<file path="src/rtl/hazard_scoreboard_unit.sv">
// hazard_scoreboard_unit
//
// Tracks the instructions that have left ID in a small shadow pipeline and
// uses it to decide, in the same cycle, whether the ID instruction must
// stall, whether IF/ID must be flushed and where each source operand should
// be forwarded from.
//
// Ports
//   clk          rising-edge clock
//   rst          asynchronous active-low reset
//   id_valid     ID holds a real instruction
//   id_src1/2    ID source register addresses (src2 only read when id_use_src2)
//   id_use_src2  ID instruction reads id_src2
//   id_wb_en     ID instruction writes a register
//   id_mem_read  ID instruction is a load
//   id_dest      ID destination register
//   br_taken     branch in slot 1 resolved taken
//   stall        hold PC and IF/ID, insert a bubble
//   flush        discard IF/ID and the ID instruction
//   fwd_sel1/2   0 = register file, k = forward from slot k
//   occ          bit k-1 set when slot k holds a valid instruction
//   hazard_cnt   saturating count of stall cycles
module hazard_scoreboard_unit #(
  parameter int  AW     = 5,
  parameter int  STAGES = 3,
  parameter int  FWD_EN = 1,
  localparam int FW     = $clog2(STAGES)
) (
  input  logic              clk,
  input  logic              rst,
  input  logic              id_valid,
  input  logic [AW-1:0]     id_src1,
  input  logic [AW-1:0]     id_src2,
  input  logic              id_use_src2,
  input  logic              id_wb_en,
  input  logic              id_mem_read,
  input  logic [AW-1:0]     id_dest,
  input  logic              br_taken,
  output logic              stall,
  output logic              flush,
  output logic [FW-1:0]     fwd_sel1,
  output logic [FW-1:0]     fwd_sel2,
  output logic [STAGES-1:0] occ,
  output logic [15:0]       hazard_cnt
);

  // Slots 1..STAGES-1 are the only ones that can create a hazard; the last
  // slot is already being written to the register file, so it only carries
  // its valid bit (for occ). Only slot 1 ever needs its load flag.
  localparam int NH = STAGES - 1;

  logic [STAGES-1:0]     slotValid_q, slotValid_d;
  logic [NH-1:0]         slotWbEn_q, slotWbEn_d;
  logic [NH-1:0][AW-1:0] slotDest_q, slotDest_d;
  logic                  slot1MemRd_q, slot1MemRd_d;
  logic [15:0]           hazardCnt_q, hazardCnt_d;

  logic [NH-1:0]         match1, match2;
  logic                  hazardRaw;
  logic                  loadId;

  // A slot matches a source when it will write a non-zero register equal to
  // that source; src2 only counts when the ID instruction really reads it.
  always_comb begin
    match1 = '0;
    match2 = '0;
    for (int k = 0; k < NH; k++) begin
      match1[k] = slotValid_q[k] & slotWbEn_q[k] & (slotDest_q[k] != '0) &
                  (slotDest_q[k] == id_src1);
      match2[k] = slotValid_q[k] & slotWbEn_q[k] & (slotDest_q[k] != '0) &
                  (slotDest_q[k] == id_src2) & id_use_src2;
    end
  end

  // With forwarding only a load in slot 1 is unresolvable (its data is not
  // ready yet); without forwarding every in-flight producer blocks ID.
  always_comb begin
    hazardRaw = 1'b0;
    if (FWD_EN != 0) begin
      hazardRaw = id_valid & slot1MemRd_q & (match1[0] | match2[0]);
    end else begin
      hazardRaw = id_valid & ((|match1) | (|match2));
    end
  end

  // A taken branch squashes the ID instruction, so it never needs to wait.
  assign flush = br_taken & rst;
  assign stall = hazardRaw & ~br_taken;

  // Youngest producer wins: scan from the oldest forwardable slot down so the
  // last assignment is the smallest matching slot. A load in slot 1 cannot
  // forward because its data arrives a cycle later.
  always_comb begin
    fwd_sel1 = '0;
    fwd_sel2 = '0;
    if (FWD_EN != 0) begin
      for (int k = NH - 1; k >= 0; k--) begin
        if (match1[k] && !(k == 0 && slot1MemRd_q)) begin
          fwd_sel1 = FW'(k + 1);
        end
        if (match2[k] && !(k == 0 && slot1MemRd_q)) begin
          fwd_sel2 = FW'(k + 1);
        end
      end
    end
  end

  // Shift the shadow pipeline by one slot. Fields of bubble slots are left
  // as whatever was shifted in because the valid bit gates every use.
  always_comb begin
    loadId       = id_valid & ~stall & ~flush;
    slotValid_d  = {slotValid_q[STAGES-2:0], loadId};
    slotWbEn_d   = slotWbEn_q;
    slotDest_d   = slotDest_q;
    slotWbEn_d[0] = id_wb_en;
    slotDest_d[0] = id_dest;
    for (int k = 1; k < NH; k++) begin
      slotWbEn_d[k] = slotWbEn_q[k-1];
      slotDest_d[k] = slotDest_q[k-1];
    end
    slot1MemRd_d = id_mem_read;
  end

  // Stall counter sticks at all-ones instead of wrapping.
  always_comb begin
    hazardCnt_d = hazardCnt_q;
    if (stall && (hazardCnt_q != 16'hFFFF)) begin
      hazardCnt_d = hazardCnt_q + 16'd1;
    end
  end

  always_ff @(posedge clk or negedge rst) begin
    if (!rst) begin
      slotValid_q  <= '0;
      slotWbEn_q   <= '0;
      slotDest_q   <= '0;
      slot1MemRd_q <= 1'b0;
      hazardCnt_q  <= 16'd0;
    end else begin
      slotValid_q  <= slotValid_d;
      slotWbEn_q   <= slotWbEn_d;
      slotDest_q   <= slotDest_d;
      slot1MemRd_q <= slot1MemRd_d;
      hazardCnt_q  <= hazardCnt_d;
    end
  end

  assign occ        = slotValid_q;
  assign hazard_cnt = hazardCnt_q;

endmodule
</file>
<file path="config.mk">
export PLATFORM = sky130hd
export DESIGN_NAME = hazard_scoreboard_unit
export DESIGN_NICKNAME = d
export VERILOG_FILES = /design/src/rtl/hazard_scoreboard_unit.sv
export SDC_FILE = /design/constraint.sdc
export NUM_CORES = 1
export LEC_CHECK = 0
export ABC_CLOCK_PERIOD_IN_PS = 2400
export CAP_MARGIN = 20
export CORE_AREA = 8 8 86 65
export DETAILED_ROUTE_END_ITERATION = 10
export DIE_AREA = 0 0 94 73
export GPL_TIMING_DRIVEN = 0
export PLACE_DENSITY = 0.74
export SKIP_CTS_REPAIR_TIMING = 1
export SLEW_MARGIN = 30
export SYNTH_ARGS = -nofsm -noshare
export SYNTH_HDL_FRONTEND = slang
export SYNTH_SLANG_ARGS = --single-unit
</file>
<file path="constraint.sdc">
create_clock -name clk -period 2.4 [get_ports clk]
set_input_delay 0.48 -clock clk [delete_from_list [all_inputs] [get_ports clk]]
set_output_delay 0.48 -clock clk [all_outputs]
set_load 0.03 [all_outputs]
</file>
==> key figures, run 1 <==
Layout
  – FILL cells: 346
  – P&R area growth vs syn: 50.2%
  – Final Core Density: 58.5%
  – Register area: 806 µm²
  – Multi-input gate area: 875 µm²
  – Nets: 231
  – # diodes: 0
  – Final non-filler cell total: 264
  – Share of cells above drive strength 1: 26.3%

Floorplan
  – FP Rows: 20
  – Full die area: 6860 µm²
  – Initial Utilization: 39.0%
  – Die H: 73 µm
  – Die Wd: 94 µm
  – Core area: 4200 µm²
  – I/O pin count: 47

Route
  – WL per Instance: 15.8 µm
  – Initial DRC Count: 60
  – Remaining DRCs: 0
  – Vias per inst: 4.95
  – Initial DRT Pass Iterations: 4
  – Routed WL: 4.18 mm
  – Routed Antenna Nets: 0
  – Vias after detailed routing: 1308

Logic synthesis
  – Yosys top cell by area: dfrtp_1
  – Syn avg cell area: 11.5 µm²
  – Area contributors post-synth: dfrtp_1 (49%), xor2_1 (14%), nand3_1 (3.1%), nor2_1 (3.0%), nor4b_2 (2.8%)
  – Post-synth top area share: 48.9%
  – Flops & latches, synth: 32
  – Post-Syn Area: 1640 µm²
  – Sequential area share after synthesis: 48.9%
  – Yosys warnings: 0
  – Gate Count Post-Synth: 143
  – Yosys cell types: 33
  – Syn Nets: 166

STA
  – Fin worst setup slack: -37.4 ps
  – Worst Skew: 8.48 ps
  – Period Utilization, post-route: 102%
  – Finish-stage setup viols: 2
  – Hold Vio Cnt, Final: 0
  – Worst-margin pin slew: 343 ps
  – Maximum clock rate: 0.410 GHz
  – Tmin final: 2440 ps
  – RSZ-0062 raised after global routing: yes
  – Rel. slew slack: 76.9%
  – Max Slew Vio Count: 0

Run status
  – Failing checks: setup timing
  – Outcome: finished with violations

CTS
  – CTS buffer count: 5
  – Clk pin slew, worst setup/hold paths: 70 ps
  – Clock sink count: 32
  – Clock buffer depth: 2
  – Root Buffer: clkbuf_8
  – Clock latency on the worst-skew pair: 290 ps
  – CTS tree: yes
  – H-tree levels: 2

Critical path
  – CP required: 1920 ps
  – Critical path class: in2out
  – Crit. End Element: output pin
  – Crit-path max FO: 2
  – Worst Setup Start Kind: input pin
  – Arr. time, crit path: 1960 ps

Power
  – Leakage power: 1.10 nW
  – Peak VDD IR: 0.315 mV
  – Pwr/cell area: 467 nW/µm²

GRT
  – Antenna violations before repair: 0
  – Gr usage total: 12.9%
  – Pin count of the biggest net entering global routing: 22
  – Number of global-route vias before repair: 1331
  – GRT overflow: 0
  – First-pass GRT wire length: 6.71 mm

Worst hold path
  – Hold/Removal Path Class: in2async

Placement
  – Inst Count DP: 245
  – Placer congestion estimate: 0.883
  – Port buffer count: 46
  – DPL Wire Length: 3.19 mm

Flow run
  – Max cap viols: 0
-- critical path, cell delays in order --
cell and delay, ps:
clkdlybuf4s50_1 450, xor2_1 190, nor4_1 330, nand3_1 120, nor3_1 190, buf_4 190
-- cells in the mapped netlist --
cell type	count
nor3_1	2
inv_1	3
dfrtp_1	32
mux2i_1	1
a211oi_2	1
nor4_1	5
ha_1	1
buf_6	2
nor4_2	2
nand3_1	10
nand2_1	5
or4_1	3
and4_1	1
or3_1	1
and2_4	1
nor2_2	1
and2_1	2
o211ai_1	1
nor4b_2	3
nand2b_1	1
nand4_1	5
clkbuf_1	1
or2_2	1
mux2_1	3
nor2_1	13
inv_4	1
nor3b_1	2
nand3_2	1
xnor2_1	5
xor2_1	27
nor4_4	2
and3_1	3
nor3b_2	1
-- through the flow --
step	setup slack [ps]	power [W]	area, µm²	TNS [ps]	hold slack (ps)
floorplan	-95.6	0.000636	1670	-95.6	184
global placement	-1070	0.000711	2200	-7080	360
detailed placement	-1060	0.000718	2230	-6110	374
CTS	-1060	0.00115	2320	-4100	87.0
global route	-98.4	0.00120	2460	-315	102
finish	-37.4	0.00115	2460	-39.8	82.5
-- cell usage in the layout, fill, tap and decap left out, types with 2 or more instances in the layout --
cell / instances
nor2_4: 2
or4_4: 2
mux2_1: 3
and3_1: 3
nor3b_1: 2
nand3_2: 2
nor2_1: 12
dfrtp_2: 4
xor2_1: 27
clkbuf_8: 6
xnor2_1: 5
inv_1: 3
nor4_2: 3
nand4_1: 5
nor4_4: 5
dlymetal6s2s_1: 7
dfrtp_1: 28
and2_1: 2
buf_4: 15
nor4b_2: 3
clkinv_2: 2
nand3_1: 9
nand2_1: 5
buf_6: 3
clkdlybuf4s50_1: 33
-- state kept, by name, summed over array words and instances, names as in the netlist --
name          flops
hazard_cnt       16
occ               3
slot1MemRd_q      1
slotDest_d        5
slotDest_q        5
slotWbEn_q        2
-- final timing paths --
| kind | start | to | slack (ps) | cells past startpoint |
|---|---|---|---|---|
| max | id_src2[1] | fwd_sel2[1] | -40 | 6 |
| max in group asynchronous | rst | slotDest_d[7] | 1900 | 2 |
| max reg2reg | slotDest_d[6] | hazard_cnt[1] | 290 | 7 |
| min reg2reg | slotWbEn_q[0] | slotWbEn_q[1] | 380 | 0 |
| min | rst | hazard_cnt[9] | 80 | 1 |
| min in group clk | slotWbEn_q[0] | slotWbEn_q[1] | 380 | 0 |
-- where the power goes --
| group | leakage, nW | internal (W) | total [W] | switching, W |
|---|---|---|---|---|
| sequential | 0.397 | 0.000556 | 0.000574 | 0.0000180 |
| clock | 0.0510 | 0.000228 | 0.000425 | 0.000197 |
| combinational | 0.648 | 0.0000760 | 0.000150 | 0.0000745 |
-- metal layers --
metal / global-route usage (%) / vias to the layer above / routed length (µm)
met5: 0 / - / 0
met4: 7.53 / 0 / 151
met3: 3.19 / 11 / 222
met2: 20.1 / 42 / 1880
met1: 15.8 / 625 / 1930
li1: - / 630 / -
-- area by class of cell --
type,instances,share of cell area [%]
Multi-Input combinational cell,104,35.6
Inverter,4,0.712
Buffer,1,0.153
Tap cell,55,2.80
Timing Repair Buffer,60,24.3
Sequential cell,32,32.8
Clock inverter,2,0.407
Clock buffer,6,3.36
-- kinds of logic (layout without fill, tap and decap cells) --
logic type,after synthesis,in the layout,share of synthesized area [%]
flip-flops,32,32,48.9
adder cells (fa/ha/maj),1,1,0.764
multiplexers,4,4,2.67
buffers and inverters,7,73,2.67
AO/OA/AOI/OAI,2,2,1.22
XOR/XNOR,32,32,17.1
AND/OR/NAND/NOR,65,65,26.7
(Power assumes the default switching activity.)
==> run 2, diff against run 1 <==
--- a/config.mk
+++ b/config.mk
@@ -8,9 +8,11 @@
 export ABC_CLOCK_PERIOD_IN_PS = 2400
 export CAP_MARGIN = 20
 export CORE_AREA = 8 8 86 65
+export CTS_CLUSTER_DIAMETER = 60
 export DETAILED_ROUTE_END_ITERATION = 10
 export DIE_AREA = 0 0 94 73
 export GPL_TIMING_DRIVEN = 0
+export MAX_ROUTING_LAYER = met4
 export PLACE_DENSITY = 0.74
 export SKIP_CTS_REPAIR_TIMING = 1
 export SLEW_MARGIN = 30
==> constraint.sdc (replaced) <==
create_clock -name clk -period 2.4 [get_ports clk]
set_input_delay 0.36 -clock clk [delete_from_list [all_inputs] [get_ports clk]]
set_output_delay 0.36 -clock clk [all_outputs]
set_load 0.03 [all_outputs]
==> key figures, run 2 (synthesized netlist as in run 1, its figures left out) <==
Run status
  – Outcome: finished clean (was finished with violations)

Route
  – Initial DRT Pass Iterations: 4 (unchanged)
  – WL per Instance: 16.3 µm (was 15.8 µm)
  – Routed Antenna Nets: 0 (unchanged)
  – Vias per inst: 5.03 (was 4.95)
  – Initial DRC Count: 81 (was 60)
  – Routed WL: 4.23 mm (was 4.18 mm)
  – Vias after detailed routing: 1308 (unchanged)
  – Remaining DRCs: 0 (unchanged)

CTS
  – Clock sink count: 32 (unchanged)
  – Clock latency on the worst-skew pair: 290 ps (about the same)
  – Clk pin slew, worst setup/hold paths: 60 ps (was 70 ps)
  – H-tree levels: 2 (unchanged)
  – CTS tree: yes (unchanged)
  – Root Buffer: clkbuf_8 (unchanged)
  – Clock buffer depth: 2 (unchanged)
  – CTS buffer count: 5 (unchanged)

Layout
  – P&R area growth vs syn: 46.7% (was 50.2%)
  – Most common cell after layout, fill and taps aside: clkdlybuf4s50_1 (unchanged)
  – Max reg flops: 16 (unchanged)
  – Final non-filler cell total: 260 (was 264)
  – # diodes: 0 (unchanged)
  – Share of cells above drive strength 1: 21.5% (was 26.3%)
  – Nets: 227 (was 231)
  – Commonest cells after routing, fill and taps aside: clkdlybuf4s50_1 (35), dfrtp_1 (29), xor2_1 (27) (was clkdlybuf4s50_1 (33), dfrtp_1 (28), xor2_1 (27))

Placement
  – Inst Count DP: 245 (unchanged)
  – Port buffer count: 46 (unchanged)
  – Placer congestion estimate: 0.878 (was 0.883)
  – DPL Wire Length: 3.18 mm (was 3.19 mm)

GRT
  – First-pass GRT wire length: 6.62 mm (was 6.71 mm)
  – Gr usage total: 13.0% (was 12.9%)
  – Met1 GRT Util: 16.5% (was 15.8%)
  – GR peak layer: met2 (unchanged)
  – GRT overflow: 0 (unchanged)
  – Number of global-route vias before repair: 1312 (was 1331)
  – M2 GR Usage: 19.2% (was 20.1%)
  – Met3 Track Usage GR: 2.77% (was 3.19%)
  – Antenna violations before repair: 0 (unchanged)
  – Pin count of the biggest net entering global routing: 29 (was 22)

Critical path
  – CP required: 2040 ps (was 1920 ps)
  – FF-to-FF Start: slotDest_d[7] (was slotDest_d[6])
  – R2R Path End: hazard_cnt[14] (was hazard_cnt[1])
  – Flop2flop setup slack: 200 ps (was 290 ps)
  – Worst Setup Start Kind: input pin (unchanged)
  – Crit. End Element: output pin (unchanged)
  – Arr. time, crit path: 1980 ps (was 1960 ps)
  – Critical path class: in2out (unchanged)
  – Crit-path max FO: 2 (unchanged)
  – Reg2Reg Depth: 6 (was 7)

Power
  – Clock share of power: 37.3% (was 37.0%)
  – Int Pwr: 0.000861 W (was 0.000860 W)
  – Net Sw Frac: 24.5% (was 25.2%)
  – Peak VDD IR: 0.344 mV (was 0.315 mV)
  – Combinational Power Share: 12.4% (was 13.1%)
  – Pwr/cell area: 475 nW/µm² (was 467 nW/µm²)
  – Leakage power: 1.05 nW (was 1.10 nW)
  – Psw: 0.000280 W (was 0.000290 W)
  – Sequential Power Share: 50.2% (was 49.9%)

STA
  – Worst Skew: 5.59 ps (was 8.48 ps)
  – Finish-stage setup viols: 0 (was 2)
  – Period Utilization, post-route: 97.5% (was 102%)
  – Tmin final: 2340 ps (was 2440 ps)
  – Max Slew Vio Count: 0 (unchanged)
  – Hold Vio Cnt, Final: 0 (unchanged)
  – Fin Setup TNS: 0 ps (was -39.8 ps)
  – Rel. slew slack: 77.2% (was 76.9%)
  – Worst-margin pin slew: 340 ps (was 343 ps)
  – Maximum clock rate: 0.427 GHz (was 0.410 GHz)

Floorplan
  – FP Rows: 20 (unchanged)
  – I/O pin count: 47 (unchanged)
  – Full die area: 6860 µm² (unchanged)
  – Die H: 73 µm (unchanged)
  – Core area: 4200 µm² (unchanged)
  – Die Wd: 94 µm (unchanged)
  – Initial Utilization: 39.0% (unchanged)

Flow run
  – Max cap viols: 0 (unchanged)

Worst hold path
  – Worst Hold Depth: 0
  – Hold Crit Start: slotWbEn_q[0]
  – Worst Hold Path EP: slotWbEn_q[1]
  – Hold/Removal Path Class: reg2reg (was in2async)
-- run 2: cell count changes in the layout (fill, tap and decap cells not counted), moves of 2 or more --
| cell | before | now |
|---|---|---|
| buf_4 | 15 | 8 |
| clkdlybuf4s50_1 | 33 | 35 |
| clkbuf_1 | 1 | 3 |
| dlymetal6s2s_1 | 7 | 5 |
| clkinv_2 | 2 | 0 |
-- run 2: worst max-delay path, stage by stage --
cell             delay, ps
clkdlybuf4s50_1        460
xor2_1                 180
or4_4                  510
nor4_4                 300
buf_6                  170
-- run 2: worst max path at each step --
stage	start	to	slack [ps]	cells after the start
5_1_grt	slotDest_d[7]	stall	-10	6
3_5_place_dp	id_src2[3]	stall	-710	9
4_1_cts	id_src2[3]	stall	-720	9
2_1_floorplan	slotDest_d[6]	fwd_sel2[1]	30	4
3_3_place_gp	rst	flush	-830	3
6_report	id_src1[1]	fwd_sel1[1]	60	5
-- run 2: final cells by class --
cell class              count  area (µm²)
plain buffers               1        3.75
clock buffers               8        90.1
fillers                   369        1800
inverters                   4        22.5
multi-input cells         104         858
flip-flops and latches     32         805
well taps                  55        68.8
repair buffers             56         554
-- run 2: power by group through the flow --
| stage | Combinational (W) | Clock, W | Sequential, W |
|---|---|---|---|
| after global routing | 0.000151 | 0.000465 | 0.000575 |
| after floorplan | 0.0000458 | 0 | 0.000588 |
| after detailed placement | 0.000131 | 0 | 0.000583 |
| after CTS | 0.000131 | 0.000437 | 0.000573 |
| after global placement | 0.000125 | 0 | 0.000583 |
| final | 0.000142 | 0.000426 | 0.000573 |
-- run 2: metal layers --
layer | wire [µm] | up-vias | share of wire (%)
met5 | 0 | - | 0
li1 | - | 625 | -
met2 | 1920 | 27 | 45
met1 | 2050 | 649 | 48
met3 | 182 | 7 | 4.3
met4 | 77 | 0 | 1.8
-- run 2: through the flow --
step           area, µm²  hold slack, ps  setup WS [ps]  total power [W]  utilization (%)
3_5_place_dp        2200             207           -708         0.000714             52.4
4_1_cts             2290           -98.3           -716          0.00114             54.5
6_report            2400             375           60.4          0.00114             57.1
3_3_place_gp        2190             363           -825         0.000708             52.0
5_1_grt             2400             404          -14.4          0.00119             57.1
2_1_floorplan       1660            64.4           26.3         0.000634                -
==> run 3, diff against run 2 <==
--- a/config.mk
+++ b/config.mk
@@ -5,15 +5,16 @@
 export SDC_FILE = /design/constraint.sdc
 export NUM_CORES = 1
 export LEC_CHECK = 0
+export ABC_AREA = 1
 export ABC_CLOCK_PERIOD_IN_PS = 2400
 export CAP_MARGIN = 20
-export CORE_AREA = 8 8 86 65
+export CORE_AREA = 10 10 95 72
 export CTS_CLUSTER_DIAMETER = 60
 export DETAILED_ROUTE_END_ITERATION = 10
-export DIE_AREA = 0 0 94 73
+export DIE_AREA = 0 0 105 82
 export GPL_TIMING_DRIVEN = 0
 export MAX_ROUTING_LAYER = met4
-export PLACE_DENSITY = 0.74
+export PLACE_DENSITY = 0.72
 export SKIP_CTS_REPAIR_TIMING = 1
 export SLEW_MARGIN = 30
 export SYNTH_ARGS = -nofsm -noshare
==> key figures, run 3 <==
STA
  – Worst Skew: 6.61 ps (was 5.59 ps)
  – Rel. slew slack: 69.8% (was 77.2%)
  – RSZ-0062 raised after global routing: no
  – Period Utilization, post-route: 91.3% (was 97.5%)
  – Fin Setup TNS: 0 ps (unchanged)
  – Max Slew Vio Count: 0 (unchanged)
  – Maximum clock rate: 0.456 GHz (was 0.427 GHz)
  – Hold Vio Cnt, Final: 0 (unchanged)
  – Tmin final: 2190 ps (was 2340 ps)
  – Worst-margin pin slew: 451 ps (was 340 ps)
  – Finish-stage setup viols: 0 (unchanged)

Layout
  – Share of cells above drive strength 1: 12.3% (was 21.5%)
  – Most common cell after layout, fill and taps aside: nand2_1 (was clkdlybuf4s50_1)
  – P&R area growth vs syn: 34.9% (was 46.7%)
  – Nets: 331 (was 227)
  – Final Core Density: 52.0% (was 57.1%)
  – Final non-filler cell total: 381 (was 260)
  – Fin area: 2630 µm² (was 2400 µm²)
  – Max reg flops: 16 (unchanged)
  – Commonest cells after routing, fill and taps aside: nand2_1 (73), clkdlybuf4s50_1 (40), dfrtp_1 (32) (was clkdlybuf4s50_1 (35), dfrtp_1 (29), xor2_1 (27))
  – FILL cells: 518 (was 369)
  – # diodes: 0 (unchanged)

Critical path
  – Most common cell on crit path: nand2_1
  – Critical-path top delay cell: clkdlybuf4s50_1 (was or4_4)
  – Arr. time, crit path: 1830 ps (was 1980 ps)
  – Worst Setup Start Kind: input pin (unchanged)
  – Critical path class: in2out (unchanged)
  – CP required: 2040 ps (about the same)
  – Crit. Startpoint: id_src2[2] (was id_src1[1])
  – Crit-path max FO: 4 (was 2)
  – Crit. End Element: output pin (unchanged)
  – FF-to-FF Start: hazard_cnt[1] (was slotDest_d[7])
  – Worst path max stage delay: 510 ps (about the same)
  – Cells along the critical path: clkdlybuf4s50_1, inv_1, nand2_1, nand2_1, nor3_2, nand3_2, a21boi_1, clkbuf_2 (was clkdlybuf4s50_1, xor2_1, or4_4, nor4_4, buf_6)

Logic synthesis
  – Yosys warnings: 0 (unchanged)
  – Post-synth EDFFs: 0 (unchanged)
  – Post-Synth XOR/XNOR Area: 5.39% (was 17.1%)
  – Most instantiated cells after synthesis: nand2_1 (73), dfrtp_1 (32), inv_1 (31), nor2_1 (27), nand4_1 (18) (was dfrtp_1 (32), xor2_1 (27), nor2_1 (13), nand3_1 (10))
  – Post-Synth Simple-Gate Area: 40.8% (was 26.7%)
  – Largest family of logic cells by synthesized area: simple AND/OR/NAND/NOR gates (unchanged)
  – Sequential area share after synthesis: 41.1% (was 48.9%)
  – Compound-Gate Fraction of Synth Area: 2.31% (was 1.22%)
  – Yosys top cell by area: dfrtp_1 (unchanged)
  – Top-count cell post-synth: nand2_1 (was dfrtp_1)
  – Syn avg cell area: 7.71 µm² (was 11.5 µm²)
  – Flops & latches, synth: 32 (unchanged)
  – Syn Nets: 276 (was 166)
  – Top_reg_cell synth: dfrtp_1 (unchanged)
  – Yosys cell types: 29 (was 33)
  – Async SR Flop Fraction: 100% (unchanged)
  – Mux cell area share after synthesis: 0% (was 2.67%)
  – Post-synth top area share: 41.1% (was 48.9%)
  – Post-Syn Area: 1950 µm² (was 1640 µm²)
  – Gate Count Post-Synth: 253 (was 143)
  – Post-Synth Adder-Cell Area: 0.641% (was 0.764%)
  – Area contributors post-synth: dfrtp_1 (41%), nand2_1 (14%), inv_1 (6.0%), nand4_1 (5.8%), nor2_1 (5.2%) (was dfrtp_1 (49%), xor2_1 (14%), nand3_1 (3.1%), nor2_1 (3.0%), nor4b_2 (2.8%))

CTS
  – Clock sink count: 32 (unchanged)
  – CTS buffer count: 5 (unchanged)
  – Clock buffer depth: 2 (unchanged)
  – Root Buffer: clkbuf_8 (unchanged)
  – Clock latency on the worst-skew pair: 290 ps (about the same)
  – Clk pin slew, worst setup/hold paths: 70 ps (was 60 ps)
  – H-tree levels: 2 (unchanged)
  – CTS tree: yes (unchanged)

GRT
  – Number of global-route vias before repair: 1830 (was 1312)
  – Antenna violations before repair: 0 (unchanged)
  – GRT overflow: 0 (unchanged)
  – Gr usage total: 13.4% (was 13.0%)
  – Pin count of the biggest net entering global routing: 24 (was 29)
  – First-pass GRT wire length: 9.03 mm (was 6.62 mm)

Placement
  – Placed Instance Area: 2520 µm² (was 2200 µm²)
  – Port buffer count: 46 (unchanged)
  – Placer congestion estimate: 0.868 (was 0.878)
  – DPL Wire Length: 4.13 mm (was 3.18 mm)
  – Inst Count DP: 372 (was 245)

Power
  – Leakage power: 1.26 nW (was 1.05 nW)
  – Peak VDD IR: 0.234 mV (was 0.344 mV)
  – Total power: 0.00115 W (was 0.00114 W)
  – Pwr/cell area: 437 nW/µm² (was 475 nW/µm²)

Flow run
  – Max cap viols: 0 (unchanged)

Route
  – Initial DRC Count: 156 (was 81)
  – Remaining DRCs: 0 (unchanged)
  – Initial DRT Pass Iterations: 4 (unchanged)
  – Vias per inst: 4.72 (was 5.03)
  – Routed WL: 5.22 mm (was 4.23 mm)
  – Vias after detailed routing: 1797 (was 1308)
  – Routed Antenna Nets: 0 (unchanged)
  – WL per Instance: 13.7 µm (was 16.3 µm)

Floorplan
  – Core area: 5060 µm² (was 4200 µm²)
  – FP Rows: 22 (was 20)
  – I/O pin count: 47 (unchanged)
  – Full die area: 8610 µm² (was 6860 µm²)
  – Die Wd: 105 µm (was 94 µm)
  – Initial Utilization: 38.5% (was 39.0%)
  – Die H: 82 µm (was 73 µm)

Worst hold path
  – Hold/Removal Path Class: in2async (was reg2reg)

Run status
  – Outcome: finished clean (unchanged)
-- run 3: changes by cell type in the layout (fill, tap and decap cells not counted), sizes merged, moves of 5 or more --
cell | before | now
nand2 | 5 | 74
inv | 4 | 35
xor2 | 27 | 7
nor2 | 14 | 31
nand4 | 5 | 19
nand3 | 11 | 24
nor4 | 9 | 0
clkdlybuf4s50 | 35 | 40
-- run 3: cell type report --
type	count	area (µm²)	share of cell area, %
buffer	7	60.1	2.28
clock buffer	6	82.6	3.14
clock inverter	2	10.0	0.380
sequential	32	801	30.4
timing repair buffer	48	498	18.9
inverter	35	131	4.99
multi-input combinational	179	958	36.4
tap	72	90.1	3.42
-- run 3: per-layer routing --
layer,track usage (%),wire length [µm],up-vias
li1,-,-,915
met1,17.5,2630,834
met2,19.8,2200,44
met3,4.53,353,4
met4,2.46,31,0
met5,-,0,-
-- run 3: cell families after synthesis --
family | count (synthesis)
compound gates | 8
flops | 32
fa+ha+maj | 1
xor+xnor | 12
buf+inv | 42
simple gates | 158
-- run 3: final timing paths --
kind	to	slack [ps]	cells after the start
worst max-delay path	stall	210	8
worst min-delay path	hazard_cnt[1]	40	2
worst max register to register	hazard_cnt[7]	810	8
worst min register to register	slotWbEn_q[1]	400	0
max in group asynchronous	slotDest_d[9]	1470	2
min in group clk	slotWbEn_q[1]	400	0
-- run 3: stage by stage --
| stage | worst slack (ps) | hold WS, ps |
|---|---|---|
| 2_1_floorplan | 375 | 64.4 |
| 5_1_grt | 17.8 | 46.0 |
| 4_1_cts | -318 | -45.4 |
| 3_5_place_dp | -313 | 268 |
| 6_report | 208 | 36.0 |
| 3_3_place_gp | -881 | 386 |
-- run 3: worst max-delay path: cells and delay by family --
family / cells / cell delay (ps)
buffers and inverters: 3 / 810
AND/OR/NAND/NOR: 4 / 450
AO/OA/AOI/OAI: 1 / 220
-- run 3: report_power, final --
part	total, W	internal [W]	switching, W
Combinational	0.000146	0.0000713	0.0000752
Clock	0.000432	0.000229	0.000204
Sequential	0.000572	0.000555	0.0000173
Total	0.00115	0.000855	0.000296
